==> config.mk <==
export PLATFORM = sky130hd
export DESIGN_NAME = if_stage
export DESIGN_NICKNAME = d
export VERILOG_FILES = /design/src/rtl/if_stage.sv
export SDC_FILE = /design/constraint.sdc
export NUM_CORES = 1
export LEC_CHECK = 0
export BUFFER_PORTS_ARGS = -buffer_cell sky130_fd_sc_hd__buf_2
export CAP_MARGIN = 20
export CORE_ASPECT_RATIO = 0.7
export CORE_MARGIN = 2
export CORE_UTILIZATION = 42
export CTS_CLUSTER_DIAMETER = 200
export CTS_CLUSTER_SIZE = 25
export DETAILED_ROUTE_END_ITERATION = 6
export GPL_TIMING_DRIVEN = 0
export PLACE_DENSITY = 0.71
export SYNTH_ARGS = -nofsm -noshare
export SYNTH_HDL_FRONTEND = slang
export SYNTH_SLANG_ARGS = --single-unit
==> constraint.sdc <==
create_clock -name clk -period 2.65 [get_ports clk]
set_clock_uncertainty 0.05 [all_clocks]
set_input_delay 0.6625 -clock clk [delete_from_list [all_inputs] [get_ports clk]]
set_output_delay 0.6625 -clock clk [all_outputs]
set_load 0.05 [all_outputs]
==> src/rtl/if_stage.sv <==
// -----------------------------------------------------------------------------
// if_stage -- instruction-fetch stage of an in-order pipeline.
//
// Purpose
//   Keeps the program counter, issues one instruction-memory request per
//   cycle while fetching, and hands each returned instruction (with PC+4) to
//   the IF/ID register. A one-entry hold buffer absorbs a returned
//   instruction when IF/ID is stalled. While a branch sits in ID, fetch
//   stops until EX resolves the branch and supplies the redirect.
//
//   States: FETCH   - request outstanding at PC, accept returned data
//           HOLD    - returned instruction parked in the buffer, IF/ID stalled
//           BR_WAIT - waiting for branch resolution, bubbles delivered
//
// Ports
//   clk, rst            clock; synchronous active-high reset
//   ST_if_id_en         IF/ID enable from stall unit (low = hold outputs)
//   ST_br_stall         branch decoded in ID; stop fetching
//   EX_br_resolved      branch outcome valid this cycle
//   EX_take_branch      resolved branch is taken
//   EX_target_pc[31:0]  taken-branch target
//   if_imem_req         instruction-memory request (FETCH only)
//   if_imem_addr[31:0]  request address (current PC)
//   imem_if_valid       imem_if_data valid this cycle
//   imem_if_data[31:0]  returned instruction
//   if_IR_out[31:0]     instruction to IF/ID, `NOOP on a bubble
//   if_NPC_out[31:0]    PC+4 of the delivered instruction
//   if_valid_inst_out   delivered instruction is valid
//   if_fetch_cnt[31:0]  delivered-instruction counter
//   if_stall_cnt[31:0]  HOLD/BR_WAIT cycle counter
//
// Configuration
//   IF_PERF_CNT_EN      when defined, the two performance counters are
//                       implemented (both wrap at 2^32); otherwise the
//                       counter ports are tied to zero and no flops exist.
// -----------------------------------------------------------------------------

`ifndef NOOP
`define NOOP 32'h0000_0013
`endif

module if_stage (
    input  logic        clk,
    input  logic        rst,
    input  logic        ST_if_id_en,
    input  logic        ST_br_stall,
    input  logic        EX_br_resolved,
    input  logic        EX_take_branch,
    input  logic [31:0] EX_target_pc,
    output logic        if_imem_req,
    output logic [31:0] if_imem_addr,
    input  logic        imem_if_valid,
    input  logic [31:0] imem_if_data,
    output logic [31:0] if_IR_out,
    output logic [31:0] if_NPC_out,
    output logic        if_valid_inst_out,
    output logic [31:0] if_fetch_cnt,
    output logic [31:0] if_stall_cnt
);

    typedef enum logic [1:0] {
        S_FETCH   = 2'd0,
        S_HOLD    = 2'd1,
        S_BR_WAIT = 2'd2
    } state_t;

    state_t      r_state;
    logic [31:0] r_pc;
    logic [31:0] r_buf;
    logic [31:0] r_ir;
    logic [31:0] r_npc;
    logic        r_valid;

    logic [31:0] w_pc_plus4;
    logic        w_fetch_hit;
    logic        w_deliver;
    logic [31:0] w_deliver_data;
    logic        w_bubble;

    // Natural 32-bit overflow gives the required wrap 0xFFFFFFFC -> 0.
    assign w_pc_plus4 = r_pc + 32'd4;

    // A returned instruction is usable only in FETCH with no branch in ID;
    // a pending branch stall overrides the data.
    assign w_fetch_hit = (r_state == S_FETCH) && !ST_br_stall && imem_if_valid;

    // A real instruction moves into IF/ID either straight from memory or
    // from the hold buffer once the stall unit re-enables IF/ID.
    assign w_deliver = ST_if_id_en &&
                       (w_fetch_hit || (r_state == S_HOLD));

    assign w_deliver_data = (r_state == S_HOLD) ? r_buf : imem_if_data;

    // Enabled cycles that have nothing to hand over become bubbles.
    assign w_bubble = ST_if_id_en && !w_deliver &&
                      ((r_state == S_FETCH) || (r_state == S_BR_WAIT));

    // Request is a decode of the state register, gated so that it stays
    // low for as long as reset is held.
    assign if_imem_req  = (r_state == S_FETCH) && !rst;
    assign if_imem_addr = r_pc;

    assign if_IR_out         = r_ir;
    assign if_NPC_out        = r_npc;
    assign if_valid_inst_out = r_valid;

    // NOTE: all state uses non-blocking assignments so every register in this
    // block samples the pre-edge values of the others, independent of order.
    always_ff @(posedge clk) begin
        if (rst) begin
            r_state <= S_FETCH;
            r_pc    <= 32'd0;
            // NOTE: the buffer is a single register, not a memory array, so it
            // is cleared with the rest; any parked instruction is abandoned.
            r_buf   <= 32'd0;
            r_ir    <= `NOOP;
            r_npc   <= 32'd0;
            r_valid <= 1'b0;
        end else begin
            // Delivered outputs: only change on enabled cycles.
            if (w_deliver) begin
                r_ir    <= w_deliver_data;
                r_npc   <= w_pc_plus4;
                r_valid <= 1'b1;
                r_pc    <= w_pc_plus4;
            end else if (w_bubble) begin
                r_ir    <= `NOOP;
                r_valid <= 1'b0;
            end

            case (r_state)
                S_FETCH: begin
                    if (ST_br_stall) begin
                        // Returned data (if any) is dropped; PC stays put.
                        r_state <= S_BR_WAIT;
                    end else if (imem_if_valid && !ST_if_id_en) begin
                        r_buf   <= imem_if_data;
                        r_state <= S_HOLD;
                    end
                end

                S_HOLD: begin
                    // A branch stall here waits: the buffer is delivered
                    // first, and the stall is seen again from FETCH.
                    if (ST_if_id_en) begin
                        r_state <= S_FETCH;
                    end
                end

                S_BR_WAIT: begin
                    // Resolution wins even if the branch stall is still high.
                    if (EX_br_resolved) begin
                        r_state <= S_FETCH;
                        if (EX_take_branch) begin
                            r_pc <= EX_target_pc;
                        end
                    end
                end

                default: begin
                    r_state <= S_FETCH;
                end
            endcase
        end
    end

`ifdef IF_PERF_CNT_EN
    logic [31:0] r_fetch_cnt;
    logic [31:0] r_stall_cnt;

    always_ff @(posedge clk) begin
        if (rst) begin
            r_fetch_cnt <= 32'd0;
            r_stall_cnt <= 32'd0;
        end else begin
            if (w_deliver) begin
                r_fetch_cnt <= r_fetch_cnt + 32'd1;
            end
            if (r_state != S_FETCH) begin
                r_stall_cnt <= r_stall_cnt + 32'd1;
            end
        end
    end

    assign if_fetch_cnt = r_fetch_cnt;
    assign if_stall_cnt = r_stall_cnt;
`else
    assign if_fetch_cnt = 32'd0;
    assign if_stall_cnt = 32'd0;
`endif

endmodule

# Word level (Yosys, flattened, before mapping)
# Index checks and enable logic that the tools add are counted.
# W data, S select, Z words.
[word_totals] elab_cells=44 in_bits=71 output_inout_bits=162 register_bits=131
[classes] bitwise_logic=1 n_reduce_logical=17 n_eq_ne=5 n_mux=14 n_addsub=1
[op_table] cell="$mux W32" n=7
[op_table] cell="$add A32 B3 Y32 const B" n=1
[op_table] cell="$mux W2" n=4
[op_table] cell="$logic_and A1 B1 Y1" n=7
[op_table] cell="$pmux W2 S3" n=1
[op_table] cell="$reduce_and A3 Y1" n=2
[op_table] cell="$logic_not A1 Y1" n=4
[op_table] cell="$ne A2 B2 Y1 const B" n=2
[op_table] cell="$ne A3 B2 Y1 const B" n=1
[op_table] cell="$eq A2 B1 Y1 const B" n=1
[op_table] cell="$eq A2 B2 Y1 const B" n=1
[op_table] cell="$logic_not A2 Y1" n=1
[op_table] cell="$logic_or A1 B1 Y1" n=2
[op_table] cell="$mux W1" n=2
[op_table] cell="$reduce_bool A2 Y1" n=1
[op_table] cell="$not A1 Y1" n=1

# Longest topological paths before layout
# Gate-level depths: netlist (run 1).
[logic_depth] depth_word=10 ltp_mapped=8 depth_no_buf=5

# Worst setup path before layout (run 1)
# OpenSTA, ideal clock, no wires.
[synth_timing] path_kind="input to output" startpoint="input rst" endpoint="output if_imem_req" required_ns=1.938 arrival_ns=2.302 path_buffers=3 path_stages=4 path_slack_ns=-0.364 path_cell_list="clkbuf_1 -> clkbuf_1 -> clkbuf_1 -> nor3_1"
[synth_via] elab_chain_cells=2
[synth_lines] element="from (decl)" line="44" rtl="input logic rst,"
[synth_lines] element="$logic_not A1 Y1" line="100" rtl="assign if_imem_req = (r_state == S_FETCH) && !rst;"
[synth_lines] element="$logic_and A1 B1 Y1" line="100"
[synth_lines] element="to (decl)" line="50" rtl="output logic if_imem_req,"
# Every way passes these cells.

# Worst setup path after layout (run 1)
# Ends and elaborated chain as after synthesis.

==> results_dict.tcl, run 1 <==
set metrics [dict create \
    filler_cell_count 1493 \
    grt_pass1_wl_mm 33.1 \
    clkTransAtPathRegs_ns 0.05 \
    synthToLayoutAreaGrowth_pct 29.6 \
    regArea_sq_um 2620 \
    cts_tree "done" \
    crit_required_ns 1.94 \
    hold_viol_final 0 \
    track_usage 0.253 \
    final_nets 1103 \
    rows 38 \
    cp-end-kind "output pin" \
    numCtsBuffers 17 \
    worst_pin_slew_ns 0.912 \
    vias 6639 \
    gp_congestion 0.907 \
    p_per_area_nw_per_um2 660 \
    synth_edf_count 0 \
    timing.fmax_mhz 387 \
    max-clock-path-buffers 2 \
    drv_cap 0 \
    die_x_um 154 \
    cp_max_fo 19 \
    drc 0 \
    max_slew_margin 0.387 \
    ir_worst_vdd_mv 0.360 \
    drt_wl_total_mm 21.2 \
    multiInputGateArea_sq_um 3410 \
    grt-ovfl-total 0 \
    grt_pass1_vias 5980 \
    fin_area_sq_um 8550 \
    synthFlopType "dfxtp_1" \
    syn_area_sq_um 6600 \
    wl_per_cell_um 17.1 \
    clock_sinks 131 \
    rsz0062_at_grt "no" \
    syn_inst 783 \
    static-leakage-power_nw 3.65 \
    h-tree-depth 4 \
    post_cts_buffers 0 \
    hpwl_mm 15.8 \
    async_flop_share 0 \
    clk-insertion-delay-late_ns 0.42 \
    hold_path_class "flip-flop to flip-flop" \
    fin_crit_sh 0.975 \
    synth.distinct_cells 53 \
    hold_slack_ns 0.402 \
    grt_max_degree 20 \
    run_status "complete, no violations" \
    antennaDiodeCount 0 \
    final_cells 1243 \
    setup_viol 0 \
    synth_area_per_cell_sq_um 8.43 \
    postRouteAntennaNets 0 \
    path_class "input port to output pin" \
    finalMaxSlewViolations 0 \
    cp.arrival_ns 1.87 \
    synth-seq-cells 131 \
    placed_area_sq_um 7930 \
    viasPerCell 5.34 \
    ys_seq_area_frac 0.397 \
    portBuffers 167 \
    dieArea_sq_um 16700 \
    startpoint_type "input port" \
    antenna_found_initial 0 \
    dr.pass1.iters 5 \
    placed_cells 1213 \
    core_sq_um 15500 \
    ios 233 \
    yosysWarnings 0 \
    die_h_um 109 \
    root_buffer "clkbuf_16" \
    initial_core_util 0.427 \
    drive_above_1_share 0.306 \
    min_period_ns 2.58 \
    first_iter_violations 610 \
]
## through the flow
step | setup WS (ns) | TNS, ns | total power, mW | utilization
finish | 0.0653 | 0 | 5.65 | 0.554
global placement | -0.472 | -5.36 | 3.17 | 0.513
CTS | 0.0659 | 0 | 5.66 | 0.553
floorplan | 0.0615 | 0 | 2.94 | -
global route | 0.0138 | 0 | 5.84 | 0.554
detailed placement | -0.478 | -5.83 | 3.18 | 0.513
## worst paths after layout
| kind | startpoint | endpoint | slack [ns] | depth (start not counted) |
|---|---|---|---|---|
| worst min-delay path | r_buf[29] | r_buf[29] | 0.40 | 2 |
| worst min register to register | r_buf[29] | r_buf[29] | 0.40 | 2 |
| worst max register to register | r_state[0] | if_imem_addr[28] | 0.11 | 6 |
| worst max-delay path | rst | if_imem_req | 0.07 | 4 |
## cell type report
cell class | count | share of cell area
sequential | 131 | 0.307
inverter | 4 | 0.00176
timing repair buffer | 167 | 0.0977
clock inverter | 10 | 0.0171
tap | 200 | 0.0293
clock buffer | 21 | 0.0562
multi-input combinational | 575 | 0.398
buffer | 135 | 0.0932
## per-layer routing
| metal | routed length, um | vias up | share of wire | GRT usage |
|---|---|---|---|---|
| met5 | 0 | - | 0 | 0 |
| met2 | 8680 | 342 | 0.41 | 0.361 |
| met4 | 309 | 0 | 0.015 | 0.0681 |
| met1 | 9940 | 3070 | 0.47 | 0.374 |
| met3 | 2280 | 27 | 0.11 | 0.0680 |
| li1 | - | 3200 | - | - |
## logic make-up (layout without fill, tap and decap cells)
logic type,count (synthesis),count (layout),synth area share
flops,131,131,0.397
simple gates,280,280,0.206
fa+ha+maj,1,1,0.00190
buf+inv,140,337,0.123
mux,32,32,0.0546
xor+xnor,19,19,0.0252
compound gates,179,179,0.192
other cells,1,64,0.000568
## sequential cells by signal, summed over array words and instances, names as in the netlist
register / count
r_state: 2
if_NPC_out: 32
if_IR_out: 32
if_valid_inst_out: 1
if_imem_addr: 32
r_buf: 32
## worst max-delay path, cell delays in order
cell and delay (ns):
clkbuf_1 0.32, clkbuf_2 0.55, nor3_2 0.10, buf_2 0.24
## Yosys cell counts, types with 2 or more instances
library cell | instances | area share
clkbuf_1 | 47 | 0.027
a211oi_1 | 22 | 0.025
and2_1 | 3 | 0.0028
a31oi_1 | 3 | 0.0028
xor2_1 | 10 | 0.013
a311oi_1 | 27 | 0.036
nor2b_1 | 4 | 0.0038
inv_1 | 4 | 0.0023
a22oi_1 | 29 | 0.033
nor3_1 | 5 | 0.0038
clkbuf_2 | 2 | 0.0015
nand3b_1 | 5 | 0.0057
nor3b_1 | 2 | 0.0023
or4b_1 | 2 | 0.0030
nor4_1 | 9 | 0.0085
buf_4 | 68 | 0.077
nand2_1 | 84 | 0.048
and3_1 | 8 | 0.0076
o31ai_1 | 18 | 0.020
or3_1 | 10 | 0.0095
dfxtp_1 | 131 | 0.40
o211a_1 | 2 | 0.0030
buf_1 | 7 | 0.0040
a21oi_1 | 44 | 0.033
or4_1 | 16 | 0.018
nand3_1 | 17 | 0.013
o21a_1 | 2 | 0.0023
nor2_1 | 90 | 0.051
o211ai_1 | 8 | 0.0091
nand4_1 | 13 | 0.012
xnor2_1 | 9 | 0.012
buf_2 | 10 | 0.0076
o22ai_1 | 3 | 0.0028
and4_1 | 3 | 0.0040
nand2b_1 | 5 | 0.0047
o31a_1 | 2 | 0.0027
o21ai_0 | 11 | 0.0083
mux2_2 | 32 | 0.055
buf_6 | 2 | 0.0034
## where the power goes
group	switching [mW]	internal [mW]
registers	0.0682	2.05
clock network	0.915	1.58
logic	0.739	0.286
total	1.72	3.93
## placed cells by master (no fill, tap or decap), drive strengths merged, types with 3 or more instances in the layout
master	synthesis	final
a211oi	22	22
a21oi	44	44
a22oi	29	29
a311oi	27	27
a31oi	3	3
and2	3	3
and3	8	8
and4	3	3
buf	87	252
bufinv	0	3
clkbuf	49	71
clkinv	0	4
conb	1	64
dfxtp	131	131
inv	4	6
mux2	32	32
nand2	84	84
nand2b	5	5
nand3	17	17
nand3b	5	5
nand4	14	14
nor2	90	90
nor2b	4	4
nor3	5	5
nor4	9	9
o211ai	8	8
o21ai	12	12
o22ai	3	3
o31ai	18	18
or3	10	10
or4	16	16
xnor2	9	9
xor2	10	10
## what timing repair did
action | in CTS | in global routing
cloned | 0 | 0
hold buffers | 0 | 0
resized for setup | 1 | 4
endpoints found under the setup margin | 1 | 5
Note: power is estimated with default switching activity, not from simulation.
==> inputs of run 2 (changes only) <==
- ABC_AREA: not set -> 1
- CORE_UTILIZATION: 42 -> 45
- PLACE_DENSITY: 0.71 -> 0.76
==> run 2 against run 1 <==
Effect of this change: count of clock-buffer cells in the layout decreased by 2; register-to-register slack improved by 0.64 ns; sequential cell count unchanged; non-clock buffer count decreased by 21; area after synthesis decreased by 2.6%; first-iteration DRC count decreased by 26%; via count decreased by 0.26%; largest power group unchanged.
==> results_dict.tcl, run 2 <==
set metrics [dict create \
    grt_pass1_wl_mm 29.4 \
    placed_area_sq_um 7740 \
    clkTransAtPathRegs_ns 0.06 \
    pwr-share-seq 0.392 \
    wl_per_cell_um 13.8 \
    ios 233 \
    run_status "complete, no violations" \
    crit_path_end "if_imem_req" \
    fin_crit_sh 0.902 \
    portBuffers 167 \
    finalMaxSlewViolations 0 \
    initial_core_util 0.462 \
    reg2reg_slack_ns 0.75 \
    synthToLayoutAreaGrowth_pct 29.9 \
    cp_max_fo 10 \
    synth_top_area_share 0.408 \
    startpoint_type "input port" \
    cpMaxStageDelayCell "clkbuf_1" \
    ctsResizeCount 1 \
    die_x_um 147 \
    worst_pin_slew_ns 0.583 \
    numCtsBuffers 17 \
    antenna_found_initial 0 \
    hold_slack_ns 0.404 \
    clk-insertion-delay-late_ns 0.41 \
    synth_top_area_cell "dfxtp_1" \
    switching_share 0.290 \
    final_cells 1392 \
    postRouteAntennaNets 0 \
    synth_area_per_cell_sq_um 6.82 \
    crit_buf_inv 3 \
    ys_seq_area_frac 0.408 \
    timing.fmax_mhz 418 \
    synthFlopType "dfxtp_1" \
    hold_depth 2 \
    synth_common_cells "nand2_1, dfxtp_1, a21oi_1" \
    dr.pass1.iters 5 \
    max-clock-path-buffers 2 \
    gp_congestion 0.922 \
    die_h_um 104 \
    synth_edf_count 0 \
    synth-seq-cells 131 \
    dieArea_sq_um 15300 \
    r2r_end "if_NPC_out[22]" \
    cp_cell_sequence "clkbuf_2 -> clkbuf_1 -> nor2_1 -> buf_2" \
    rows 36 \
    async_flop_share 0 \
    final_cell_mix "nand2_1, buf_2, dfxtp_1" \
    core_sq_um 13900 \
    h-tree-depth 4 \
    p_per_area_nw_per_um2 642 \
    worst_setup_path_startpoint "rst" \
    ctsHoldBuffers 0 \
    rsz0062_at_grt "no" \
    clock_sinks 131 \
    tns_ns 0 \
    p_sw_mw 1.55 \
    first_iter_violations 449 \
    cp_top_family "buffers and inverters" \
    total_power_mw 5.36 \
    p_int_mw 3.80 \
    synth.area.top_cells "dfxtp_1, nand2_1, a21oi_1, buf_4, nor2_1" \
    synthSimpleGateAreaFrac 0.274 \
    cts_tree "done" \
    synth_top_family_by_area "simple AND/OR/NAND/NOR gates" \
    vias 6622 \
    hold_path_class "flip-flop to flip-flop" \
    muxShareOfSynthArea 0 \
    cp-end-kind "output pin" \
    synth_compound_area_frac 0.162 \
    synthAdderAreaFrac 0.00195 \
    viasPerCell 4.76 \
    grt_max_degree 17 \
    final_nets 1263 \
    static-leakage-power_nw 3.84 \
    yosysMostFrequentCell "nand2_1" \
    hpwl_mm 14.9 \
    antennaDiodeCount 0 \
    r2r-start "if_imem_addr[2]" \
    placed_cells 1362 \
    synth.distinct_cells 26 \
    max_slew_margin 0.611 \
    cp.arrival_ns 1.68 \
    critical_path.max_stage_delay_ns 0.40 \
    drive_above_1_share 0.252 \
    ir_worst_vdd_mv 0.440 \
    hold_viol_final 0 \
    cp.depth 4 \
    drv_cap 0 \
    drc 0 \
    root_buffer "clkbuf_16" \
    crit_required_ns 1.94 \
    p_comb_frac 0.158 \
    synthXorXnorAreaFrac 0.0150 \
    track_usage 0.241 \
    syn_inst 942 \
    syn_area_sq_um 6430 \
    setup_viol 0 \
    grt_pass1_vias 5507 \
    path_class "input port to output pin" \
    rr_worst_depth 8 \
    fin_area_sq_um 8350 \
    post_cts_buffers 0 \
    drt_wl_total_mm 19.2 \
    grt-ovfl-total 0 \
    p_clk_frac 0.450 \
    min_period_ns 2.39 \
    layout_commonest_cell "nand2_1" \
    yosysWarnings 0 \
]
## run 2: cell types whose count changed after synthesis, sizes merged, moves of 18 or more
cell    delta
o21ai     +64
nor2      +20
a21oi     +80
inv       +40
a211oi    -22
nand2    +198
clkbuf    -21
a311oi    -27
a22oi     -29
nand3     +18
o31ai     -18
mux2      -32
## run 2: cells by family (layout without fill, tap and decap cells)
family / Yosys count / after routing
compound gates: 205 / 205
xor+xnor: 11 / 11
fa+ha+maj: 1 / 1
buf+inv: 158 / 355
flops: 131 / 131
other cells: 1 / 64
simple gates: 435 / 435
## run 2: power groups by stage
| stage | registers [mW] | logic (mW) | clock network, mW |
|---|---|---|---|
| floorplan | 2.27 | 0.519 | 0 |
| global placement | 2.13 | 0.834 | 0 |
| detailed placement | 2.14 | 0.839 | 0 |
| CTS | 2.10 | 0.841 | 2.45 |
| global route | 2.10 | 0.907 | 2.54 |
| finish | 2.10 | 0.847 | 2.41 |
## run 2: how the worst min path moves through the flow
stage / slack (ns) / endpoint / start
floorplan: 0.37 / r_buf[23] / r_buf[23]
global placement: 0.39 / r_buf[24] / r_buf[24]
global route: 0.42 / r_buf[24] / r_buf[24]
CTS: 0.40 / r_buf[24] / r_buf[24]
detailed placement: 0.39 / r_buf[29] / r_buf[29]
finish: 0.40 / r_buf[28] / r_buf[28]
## run 2: layer usage
metal  part of all wire  wire, um  vias up  GRT usage
li1                   -         -     3382          -
met1               0.49      9470     2959      0.366
met2               0.41      7950      268      0.343
met3              0.084      1610       13     0.0592
met4             0.0070       135        0     0.0458
met5                  0         0        -          0
## run 2: final cells by class
type	count	area [sq um]
multi-input combinational	716	3150
clock buffer	19	453
buffer	114	728
tap	190	238
fill	1349	5570
clock inverter	11	155
inverter	44	165
sequential	131	2620
timing repair buffer	167	836
## run 2: worst register-to-register path: cells and delay by family (launching register included)
family,cells,cell delay [ns]
flip-flops,1,0.48
AND/OR/NAND/NOR,6,0.88
AO/OA/AOI/OAI,1,0.07
adder cells (fa/ha/maj),1,0.31
## run 2: metrics by stage
| step | worst slack, ns | utilization |
|---|---|---|
| after floorplan | 0.234 | - |
| after global placement | -0.0521 | 0.556 |
| after detailed placement | -0.0283 | 0.556 |
| after CTS | 0.227 | 0.600 |
| after global routing | 0.152 | 0.600 |
| final | 0.260 | 0.600 |
